--- src/rtl/serial_word_collector.sv ---
// Regroups an LSB-first serial bit stream into WORD_W-bit words and queues them in a 2-entry FIFO.
// Optional saturating drop counter on port drop_cnt: define SWC_DROP_CNT_EN.
module serial_word_collector #(
  parameter int WORD_W = 4
) (
  input  logic              clk,
  input  logic              reset,
  input  logic              in,
  output logic [WORD_W-1:0] out_data,
  output logic              out_valid,
  input  logic              out_ready,
  output logic              overflow
`ifdef SWC_DROP_CNT_EN
  ,
  output logic [7:0]        drop_cnt
`endif
);

  localparam int CW = $clog2(WORD_W);
  localparam logic [CW-1:0] LAST = CW'(WORD_W - 1);

  logic [CW-1:0]     r_bit_cnt;
  logic [WORD_W-2:0] r_shreg;
  logic [WORD_W-1:0] r_mem [2];
  logic              r_wptr;
  logic              r_rptr;
  logic [1:0]        r_count;
  logic              r_overflow;

  logic [WORD_W-1:0] w_word;
  logic              w_push;
  logic              w_pop;
  logic              w_full;
  logic              w_wr;
  logic              w_drop;

  // The shift register only needs the upper WORD_W-1 bits of the frame; the
  // last bit is merged straight from the input in the completion cycle.
  assign w_word = {in, r_shreg};
  assign w_push = (r_bit_cnt == LAST);
  assign w_pop  = out_valid && out_ready;
  assign w_full = (r_count == 2'd2);
  assign w_wr   = w_push && (!w_full || w_pop);
  assign w_drop = w_push && w_full && !w_pop;

  always_ff @(posedge clk) begin
    if (reset) begin
      r_bit_cnt <= '0;
      r_shreg   <= '0;
    end else begin
      r_bit_cnt <= (r_bit_cnt == LAST) ? '0 : r_bit_cnt + 1'b1;
      r_shreg   <= w_word[WORD_W-1:1];
    end
  end

  // When full, wptr equals rptr, so a push+pop overwrites the entry being popped.
  always_ff @(posedge clk) begin
    if (reset) begin
      r_mem[0]   <= '0;
      r_mem[1]   <= '0;
      r_wptr     <= 1'b0;
      r_rptr     <= 1'b0;
      r_count    <= 2'd0;
      r_overflow <= 1'b0;
    end else begin
      if (w_wr) begin
        r_mem[r_wptr] <= w_word;
        r_wptr        <= ~r_wptr;
      end
      if (w_pop) begin
        r_rptr <= ~r_rptr;
      end
      r_count    <= r_count + {1'b0, w_wr} - {1'b0, w_pop};
      r_overflow <= r_overflow | w_drop;
    end
  end

`ifdef SWC_DROP_CNT_EN
  logic [7:0] r_drop_cnt;

  always_ff @(posedge clk) begin
    if (reset) begin
      r_drop_cnt <= 8'd0;
    end else if (w_drop && (r_drop_cnt != 8'hFF)) begin
      r_drop_cnt <= r_drop_cnt + 8'd1;
    end
  end

  assign drop_cnt = r_drop_cnt;
`endif

  assign out_valid = (r_count != 2'd0);
  assign out_data  = r_mem[r_rptr];
  assign overflow  = r_overflow;

endmodule
--- config.mk ---
export PLATFORM = sky130hd
export DESIGN_NAME = serial_word_collector
export DESIGN_NICKNAME = d
export VERILOG_FILES = /design/src/rtl/serial_word_collector.sv
export SDC_FILE = /design/constraint.sdc
export NUM_CORES = 1
export LEC_CHECK = 0
export CORE_UTILIZATION = 30
export DETAILED_ROUTE_END_ITERATION = 8
export SLEW_MARGIN = 30
export SYNTH_ARGS = -nofsm -noshare
export SYNTH_HDL_FRONTEND = slang
export SYNTH_SLANG_ARGS = --single-unit
--- constraint.sdc ---
create_clock -name clk -period 2.2 [get_ports clk]
set_clock_uncertainty 0.1 [all_clocks]
set_input_delay 0.22 -clock clk [delete_from_list [all_inputs] [get_ports clk]]
set_output_delay 0.22 -clock clk [all_outputs]
set_load 0.02 [all_outputs]
==> impl_metrics.json <==
{
  "status": "complete, no violations",
  "leakage_nw": 0.385,
  "clkLatencyLatePin_ps": 290,
  "seq_area_frac_synth_pct": 58.0,
  "whs_ps": 344,
  "io-pin-count": 10,
  "cts_buffers": 3,
  "finish.utilization_pct": 38.7,
  "grt_pass1_vias": 426,
  "portBuffers": 9,
  "hpwl_um": 831,
  "antenna_found_initial": 0,
  "relSlewSlack_pct": 70.2,
  "crit_chain": "ha_1, or2b_1, ha_1, inv_1, ha_1, xor2_1, and2_1, nor3_1",
  "design.die.area_mm2": 0.00286,
  "chipHeight_um": 53.5,
  "worstReg2RegEnd": "r_count[1]",
  "synth_cell_types": 23,
  "r2r_start": "r_bit_cnt[0]",
  "viasPerCell": 4.31,
  "synthTopCellsByArea": "edfxtp_1 30%, dfxtp_1 28%, and2_1 7.1%, mux2_2 5.7%, ha_1 4.7%",
  "min_to": "r_bit_cnt[0]",
  "postPlaceCellArea_um2": 941,
  "cts_hold_buf": 0,
  "n_antenna_cell": 0,
  "critPathLaunchType": "flip-flop",
  "syn_inst": 61,
  "syn2layout_area_growth_pct": 21.9,
  "start_util_pct": 31.8,
  "wl_per_cell_um": 11.2,
  "grt_pass1_wl_um": 1930,
  "irDropWorstVdd_v": 0.000433,
  "cp_top_family": "adder cells",
  "wl_um": 1180,
  "drive_gt1_share_pct": 19.7,
  "cpMostUsedCell": "ha_1",
  "cpMaxStageDelayCell": "dfxtp_1",
  "path_buf_inv": 1,
  "hold_class": "reg -> reg",
  "dr.first_iter.drc_count": 0,
  "worst-r2r-cell-count": 8,
  "postCtsSetupBuffers": 0,
  "num_vias": 457,
  "grt_max_degree": 15,
  "synth_top_area_share_pct": 30.2,
  "nets": 84,
  "min_path_cells": 1,
  "ys_ff_latch": 19,
  "arrival_ps": 2080,
  "synth_top_cell_by_area": "edfxtp_1",
  "drtAntennaViolNets": 0,
  "avgSynthCellArea_um2": 13.0,
  "core_area_mm2": 0.00250,
  "r2r_slack_ps": 240,
  "required_ps": 2320,
  "die_w_um": 53.5,
  "fillCellCount": 256,
  "gp_congestion": 0.732,
  "clockBufferDepth": 2,
  "path_max_fanout": 6,
  "post-route-period-util_pct": 88.9,
  "slowest_delay_ps": 350,
  "register_area_um2": 460,
  "crit_type": "reg -> reg",
  "drv_slew": 0,
  "maxCapViolCount": 0,
  "yosys_warnings": 0,
  "cts_tree": "done",
  "rsz0062_at_grt": "false",
  "synth_nets": 68,
  "hp-start": "r_bit_cnt[0]",
  "fin_tns_setup_ps": 0,
  "drc": 0,
  "worst_pin_slew_ps": 446,
  "cts-root-buf": "clkbuf_4",
  "cts_resized": 0,
  "crit_start": "r_bit_cnt[0]",
  "cts.htree.levels": 1,
  "track_usage_pct": 9.87,
  "clkTransAtPathRegs_ps": 100,
  "multi_input_area_um2": 327,
  "drtPass1Iterations": 1,
  "fmax_ghz": 0.511,
  "synth_area_um2": 795,
  "layout_min_cycle_time_ps": 1960,
  "cts.sinks": 19,
  "final_area_um2": 968,
  "end_kind": "flip-flop",
  "setup_violations": 0,
  "overflow": 0,
  "rows": 18,
  "power.density_mw_per_mm2": 937,
  "hold_violations": 0
}
worst max path at each step:
stage                       to  slack (ps)  cells past startpoint
floorplan           r_count[1]         370                      8
global placement    r_count[1]          70                      9
detailed placement  r_count[1]          50                      9
CTS                 r_count[1]         220                      8
global route        r_count[1]         170                      8
finish              r_count[1]         240                      8
cells by family (layout without fill, tap and decap cells):
family	count (synthesis)	after routing	share of synthesized area, %
compound gates	4	4	3.47
mux	4	4	5.67
buf+inv	2	17	0.944
xor+xnor	2	2	2.21
fa+ha+maj	3	3	4.72
simple gates	27	27	25.0
flops	19	19	58.0
synth_stat cells:
cell       n
nor3b_1    1
xnor2_1    1
and2_1     9
a21oi_1    1
nor2b_1    5
or2_2      1
nor3b_4    1
inv_1      1
mux2_2     4
nor2_1     4
a21o_1     1
edfxtp_1   8
nor4b_2    1
dfxtp_1   11
xor2_1     1
ha_1       3
o21bai_1   1
or2_1      1
clkbuf_1   1
nor4bb_4   1
o21a_1     1
or2b_1     1
nor3_1     2
cell type report:
| type | instances | area share [%] |
|---|---|---|
| Sequential cell | 19 | 47.5 |
| Multi-Input combinational cell | 40 | 33.7 |
| Clock buffer | 3 | 2.33 |
| Inverter | 1 | 0.388 |
| Tap cell | 30 | 3.88 |
| Clock inverter | 1 | 0.517 |
| Timing Repair Buffer | 12 | 11.6 |
placed cells by master (no fill, tap or decap), types with 2 or more instances in the layout:
master           synthesis  routed
and2_1                   9       9
buf_4                    0       3
clkbuf_4                 0       3
clkdlybuf4s50_1          0       9
dfxtp_1                 11      11
edfxtp_1                 8       8
ha_1                     3       3
mux2_2                   4       4
nor2_1                   4       4
nor2b_1                  5       5
nor3_1                   2       2
routing by layer:
metal / up-vias / part of all wire [%] / global-route usage, %
met2: 9 / 47 / 16.5
met1: 207 / 49 / 11.3
li1: 241 / - / -
met5: - / 0 / 0
met4: 0 / 0 / 1.32
met3: 0 / 4.1 / 5.17
sequential cells by signal, summed over array words and instances, names as in the netlist, named ones only:
register	count
r_mem	8
r_wptr	1
r_shreg	3
r_rptr	1
overflow	1
r_bit_cnt	2
r_count	2
worst reg2reg max path, delay by kind of cell, from the launching register on:
family | cells | cell delay, ps
DFF | 1 | 350
adders and majority gates | 3 | 710
buffers and inverters | 1 | 40
and+or+nand+nor | 3 | 550
xor gates and xnor gates | 1 | 150
stage by stage:
| step | setup slack [ps] | std cells | total power, mW |
|---|---|---|---|
| after floorplan | 371 | 61 | 0.644 |
| after global placement | 69.4 | 102 | 0.742 |
| after detailed placement | 46.8 | 102 | 0.750 |
| after CTS | 219 | 106 | 0.924 |
| after global routing | 167 | 106 | 0.958 |
| final | 243 | 106 | 0.908 |
where the power goes:
| group | internal, mW | leakage [nW] | switching, mW |
|---|---|---|---|
| registers | 0.415 | 0.173 | 0.0439 |
| clock network | 0.0676 | 0.0177 | 0.102 |
| logic | 0.159 | 0.194 | 0.120 |
(Power assumes the default switching activity.)
